## src/rtl/mrt_pkg.sv

```systemverilog
// Shared definitions for the multi-render-target (MRT) memory path.
// Holds the default geometry shared by the read and write sides, the
// reader FSM state type and a helper for index widths.
package mrt_pkg;

  localparam int unsigned NumRtDefault     = 4;
  localparam int unsigned DataWidthDefault = 128;
  localparam int unsigned AddrWidthDefault = 32;

  typedef enum logic [1:0] {
    StIdle  = 2'd0,
    StFetch = 2'd1,
    StDone  = 2'd2
  } mrt_state_e;

  // Width of an index into n lanes; a single lane still needs a 1-bit index.
  function automatic int unsigned idx_width(input int unsigned n);
    return (n > 1) ? $clog2(n) : 1;
  endfunction

endpackage

```

## src/rtl/mrt_lsb_find.sv

```systemverilog
// Combinational lowest-set-bit finder.
// Ports:
//   vec_i    : input vector
//   onehot_o : one-hot mask of the lowest set bit (zero if none)
//   idx_o    : index of the lowest set bit (zero if none)
//   any_o    : at least one bit set
module mrt_lsb_find
  import mrt_pkg::*;
#(
  parameter int unsigned Width = 4
) (
  input  logic [Width-1:0]               vec_i,
  output logic [Width-1:0]               onehot_o,
  output logic [idx_width(Width)-1:0]    idx_o,
  output logic                           any_o
);

  localparam int unsigned IdxW = idx_width(Width);

  // Two's-complement trick isolates the lowest set bit.
  assign onehot_o = vec_i & (~vec_i + Width'(1));
  assign any_o    = |vec_i;

  // Scan from the top so the lowest set bit wins.
  always_comb begin
    idx_o = '0;
    for (int i = Width - 1; i >= 0; i--) begin
      if (vec_i[i]) idx_o = IdxW'(i);
    end
  end

endmodule

```

## src/rtl/mrt_dest_reader.sv

```systemverilog
// Destination-color fetch unit for the MRT blend path.
// Accepts a fragment (per-RT addresses + enable mask), issues one read per
// enabled RT in ascending RT order on a shared read port, gathers the
// in-order responses per lane and hands the result to the blend stage.
// Ports:
//   clk, rstn         : clock, synchronous active-low reset
//   req_*_i/_o        : fragment request handshake, addresses, mask
//   mem_rd_*          : read command port (valid/ready, address)
//   mem_rsp_*_i       : in-order read responses, no backpressure
//   out_*             : gathered colors, mask copy, valid/ready
//   rsp_err_o         : sticky flag, response arrived with none outstanding
module mrt_dest_reader
  import mrt_pkg::*;
#(
  parameter int unsigned NumRt     = NumRtDefault,
  parameter int unsigned DataWidth = DataWidthDefault,
  parameter int unsigned AddrWidth = AddrWidthDefault
) (
  input  logic                          clk,
  input  logic                          rstn,
  input  logic                          req_valid_i,
  output logic                          req_ready_o,
  input  logic [NumRt*AddrWidth-1:0]    req_addr_i,
  input  logic [NumRt-1:0]              req_mask_i,
  output logic                          mem_rd_valid_o,
  output logic [AddrWidth-1:0]          mem_rd_addr_o,
  input  logic                          mem_rd_ready_i,
  input  logic                          mem_rsp_valid_i,
  input  logic [DataWidth-1:0]          mem_rsp_data_i,
  output logic                          out_valid_o,
  output logic [NumRt*DataWidth-1:0]    out_data_o,
  output logic [NumRt-1:0]              out_mask_o,
  input  logic                          out_ready_i,
  output logic                          rsp_err_o
);

  localparam int unsigned IdxW = idx_width(NumRt);

  mrt_state_e                    state_q, state_d;
  logic [NumRt*AddrWidth-1:0]    addr_q, addr_d;
  logic [NumRt-1:0]              mask_q, mask_d;
  logic [NumRt-1:0]              iss_rem_q, iss_rem_d;
  logic [NumRt-1:0]              rsp_rem_q, rsp_rem_d;
  logic [NumRt*DataWidth-1:0]    out_data_q, out_data_d;
  logic                          rsp_err_q, rsp_err_d;

  logic [NumRt-1:0] iss_oh, rsp_oh;
  logic [IdxW-1:0]  iss_idx, rsp_idx;
  logic             iss_any, rsp_any;

  mrt_lsb_find #(
    .Width (NumRt)
  ) u_iss_find (
    .vec_i    (iss_rem_q),
    .onehot_o (iss_oh),
    .idx_o    (iss_idx),
    .any_o    (iss_any)
  );

  mrt_lsb_find #(
    .Width (NumRt)
  ) u_rsp_find (
    .vec_i    (rsp_rem_q),
    .onehot_o (rsp_oh),
    .idx_o    (rsp_idx),
    .any_o    (rsp_any)
  );

  always_comb begin
    state_d        = state_q;
    addr_d         = addr_q;
    mask_d         = mask_q;
    iss_rem_d      = iss_rem_q;
    rsp_rem_d      = rsp_rem_q;
    out_data_d     = out_data_q;
    rsp_err_d      = rsp_err_q;
    req_ready_o    = 1'b0;
    mem_rd_valid_o = 1'b0;
    mem_rd_addr_o  = '0;
    out_valid_o    = 1'b0;

    // rsp_rem is only non-zero in FETCH, so this covers IDLE and DONE too.
    if (mem_rsp_valid_i && !rsp_any) rsp_err_d = 1'b1;

    unique case (state_q)
      StIdle: begin
        req_ready_o = 1'b1;
        if (req_valid_i) begin
          addr_d     = req_addr_i;
          mask_d     = req_mask_i;
          iss_rem_d  = req_mask_i;
          rsp_rem_d  = req_mask_i;
          out_data_d = '0;
          state_d    = (req_mask_i == '0) ? StDone : StFetch;
        end
      end

      StFetch: begin
        mem_rd_valid_o = iss_any;
        if (iss_any) mem_rd_addr_o = addr_q[AddrWidth*iss_idx +: AddrWidth];
        if (iss_any && mem_rd_ready_i) iss_rem_d = iss_rem_q & ~iss_oh;
        if (mem_rsp_valid_i && rsp_any) begin
          out_data_d[DataWidth*rsp_idx +: DataWidth] = mem_rsp_data_i;
          rsp_rem_d = rsp_rem_q & ~rsp_oh;
          if ((rsp_rem_q & ~rsp_oh) == '0) state_d = StDone;
        end
      end

      StDone: begin
        out_valid_o = 1'b1;
        if (out_ready_i) state_d = StIdle;
      end

      default: state_d = StIdle;
    endcase
  end

  always_ff @(posedge clk) begin
    if (!rstn) begin
      state_q    <= StIdle;
      addr_q     <= '0;
      mask_q     <= '0;
      iss_rem_q  <= '0;
      rsp_rem_q  <= '0;
      out_data_q <= '0;
      rsp_err_q  <= 1'b0;
    end else begin
      state_q    <= state_d;
      addr_q     <= addr_d;
      mask_q     <= mask_d;
      iss_rem_q  <= iss_rem_d;
      rsp_rem_q  <= rsp_rem_d;
      out_data_q <= out_data_d;
      rsp_err_q  <= rsp_err_d;
    end
  end

  assign out_data_o = out_data_q;
  assign out_mask_o = mask_q;
  assign rsp_err_o  = rsp_err_q;

endmodule

```

## config.mk

```make
export PLATFORM = sky130hd
export DESIGN_NAME = mrt_dest_reader
export DESIGN_NICKNAME = d
export VERILOG_FILES = /design/src/rtl/mrt_pkg.sv /design/src/rtl/mrt_lsb_find.sv /design/src/rtl/mrt_dest_reader.sv
export SDC_FILE = /design/constraint.sdc
export NUM_CORES = 1
export LEC_CHECK = 0
export ABC_AREA = 1
export CORE_AREA = 2 2 321 323
export CTS_BUF_LIST = sky130_fd_sc_hd__clkbuf_8
export DETAILED_ROUTE_END_ITERATION = 10
export DIE_AREA = 0 0 323 325
export PLACE_DENSITY = 0.57
export SETUP_SLACK_MARGIN = 0.4
export SYNTH_ARGS = -nofsm -noshare
export SYNTH_HDL_FRONTEND = slang
export SYNTH_SLANG_ARGS = --single-unit
```

## constraint.sdc

```tcl
create_clock -name clk -period 6.45 [get_ports clk]
set_clock_uncertainty 0.05 [all_clocks]
set_input_delay 1.6125 -clock clk [delete_from_list [all_inputs] [get_ports clk]]
set_output_delay 1.6125 -clock clk [all_outputs]
set_load 0.05 [all_outputs]
```

==> metrics.cfg <==
[clocking]
cts_root_buf=clkbuf_8
clk_latency_ns=0.76
post_cts_buffers=0
cts-buffers-inserted=120
clockBufferDepth=3
cts_hold_buf=0
cts_resized=0
cts_tree=done
clk_pin_slew_ns=0.06
cts.sinks=655
htree_levels=3

[layout]
syn2layout_area_growth_pct=34.4
layout-drive-gt1-share_pct=4.30
nNetsFinal=5737
n_fill_cell=10794

[timing]
fin_crit_sh_pct=80.7
setup-tns-final_ns=0
worstMarginPinSlew_ns=1.21
timing.fmax_mhz=192
fin_crit_ns=5.20
timing.final.max_slew_violations=0
setup_violations=0
rsz0062_at_grt=no
finalHoldViolCount=0
relSlewSlack_pct=19.2

[floorplan]
die-area_um2=105000
die_w_um=323
die_y_um=325
ios=818
core_um2=101000
start_util_pct=31.4
rows=117

[route]
top_layer=met5
ant_nets=0
drt_drc_violations_left=0
met2_length_um=62100
wire_per_inst_um=19.5
vias_per_cell=4.85
wl_met3_um=10700
drt-total-wl_um=136000
first_pass_iters=5
vias=33661
routedLengthMet1_um=54700
first_iter_violations=2635

[min_path]
hold_start=addr_q[26]$_SDFFE_PN0P_
hp-class=flip-flop to flip-flop

[power]
p_per_area_nw_per_um2=624
peakVddDrop_uv=353
p_leak_nw=17.9
power.total_mw=26.7

[synth]
netlist_area_um2=31800
synth_fp_nets=5184
synth_edf_count=0
ys_seq_elements=655
seq_area_frac_synth_pct=41.2
avgSynthCellArea_um2=6.47
yosysUniqueCellTypes=26
synth-main-ff-cell=dfxtp_1
netlist_instances=4915
ys_async_sr_fraction_pct=0
yosysWarnings=0

[worst_setup_path]
crit_path_start_kind=flip-flop
worstSetupStartpoint=iss_rem_q[3]$_SDFFE_PN0P_
end_kind=output port
cp.arrival_ns=3.54
path_max_fanout=46
crit_type=flip-flop to output port
r2r-start=rsp_rem_q[3]$_SDFFE_PN0P_
cp_data_required_time_ns=4.79

[grt]
grt_max_degree=159
grt_first_pass_wirelength_um=200000
antenna_found_initial=25
grt_pass1_vias=31023
track_usage_pct=24.7
grt-ovfl-total=0

[run]
cap_viol_max_count=0

[run_status]
status=finished clean

[placed_design]
gp_congestion=0.895
portBuffers=817
hpwl_um=88900

## synthesized netlist by cell type, types with 17 or more instances
library cell / instances / share of area, %
inv_1: 348 / 4.1
nand3b_1: 192 / 4.5
dfxtp_1: 655 / 41
nand2_1: 1000 / 12
clkbuf_1: 111 / 1.3
nor2_1: 1051 / 12
buf_1: 44 / 0.52
buf_4: 17 / 0.40
nand3_1: 585 / 9.2
buf_2: 264 / 4.2
a21oi_1: 485 / 7.6
o21ai_0: 138 / 2.2
## critical path: stages, from the launching register on
cell,delay [ns]
dfxtp_1,0.37
inv_1,0.08
o21ai_4,0.13
nand2_2,0.56
buf_4,0.46
nand2_1,0.08
nand3_1,0.06
a21oi_1,0.19
clkdlybuf4s50_1,0.84
## cells in the final DEF, fill, tap and decap left out, types with 2 or more instances in the layout
cell,n
nand2_1,993
nand2_4,6
inv_6,2
nor3_1,5
nand3_1,584
o21ai_0,137
a21oi_1,485
nor2_4,3
buf_4,36
nand3b_1,192
diode_2,12
clkinvlp_4,2
nor2_1,1048
inv_8,2
nor2_2,2
ha_1,3
clkdlybuf4s50_1,816
clkbuf_8,150
dfxtp_1,655
nand2_2,2
buf_12,15
clkinv_2,7
inv_2,4
inv_1,396
o21ai_4,2
## per-layer routing
| metal | track usage (%) | up-vias |
|---|---|---|
| li1 | - | 16686 |
| met1 | 30.0 | 15445 |
| met2 | 39.5 | 1172 |
| met3 | 7.11 | 332 |
| met4 | 12.9 | 26 |
| met5 | 0 | - |
## power by group
part / switching [mW] / total, mW / internal (mW)
Combinational: 11.5 / 16.2 / 4.76
Clock: 1.88 / 4.00 / 2.12
Sequential: 0.839 / 6.43 / 5.59
## sequential cells by signal, indices dropped and copies added (netlist names)
register / cells
out_data_o: 512
addr_q: 128
iss_rem_q: 4
out_mask_o: 4
rsp_rem_q: 4
state_q: 2
rsp_err_o: 1
## worst paths after layout
kind                                       end  slack (ns)  cells after the start
setup / recovery              mem_rd_addr_o[1]        1.25                      8
hold / removal         addr_q[26]$_SDFFE_PN0P_        0.40                      2
setup reg to reg  out_data_o[408]$_SDFFE_PN0P_        2.77                     12
hold reg to reg        addr_q[26]$_SDFFE_PN0P_        0.40                      2
## layout make-up
class                           instances  area, µm²  area share [%]
Antenna cell                           12       30.0          0.0702
Tap cell                             1368       1710            4.00
Sequential cell                       655      13100            30.7
Clock buffer                          150       2060            4.83
Timing Repair Buffer                  868       8750            20.5
Multi-Input combinational cell       3470      15400            36.1
Inverter                              353       1330            3.11
Clock inverter                         63        304           0.711
## logic make-up (layout without fill, tap and decap cells)
group / after synthesis / count (layout) / synth area share (%)
AOI/OAI and AO/OA: 626 / 626 / 9.87
adders and majority gates: 3 / 3 / 0.118
buffers and inverters: 790 / 1434 / 10.6
DFF: 655 / 655 / 41.2
other: 0 / 12 / 0
and+or+nand+nor: 2841 / 2841 / 38.2
## metrics by stage
step | instance area, µm² | hold slack (ns) | setup WS [ns] | utilization (%) | cells
floorplan | 31800 | 0.380 | 2.90 | - | 4915
global placement | 40300 | 0.391 | 2.00 | 39.8 | 6714
detailed placement | 40300 | 0.394 | 2.04 | 39.8 | 6714
global route | 42700 | 0.421 | 0.977 | 42.2 | 6939
CTS | 42700 | 0.403 | 1.14 | 42.2 | 6927
finish | 42700 | 0.403 | 1.25 | 42.2 | 6939
Note: power is estimated with default switching activity, not from simulation.
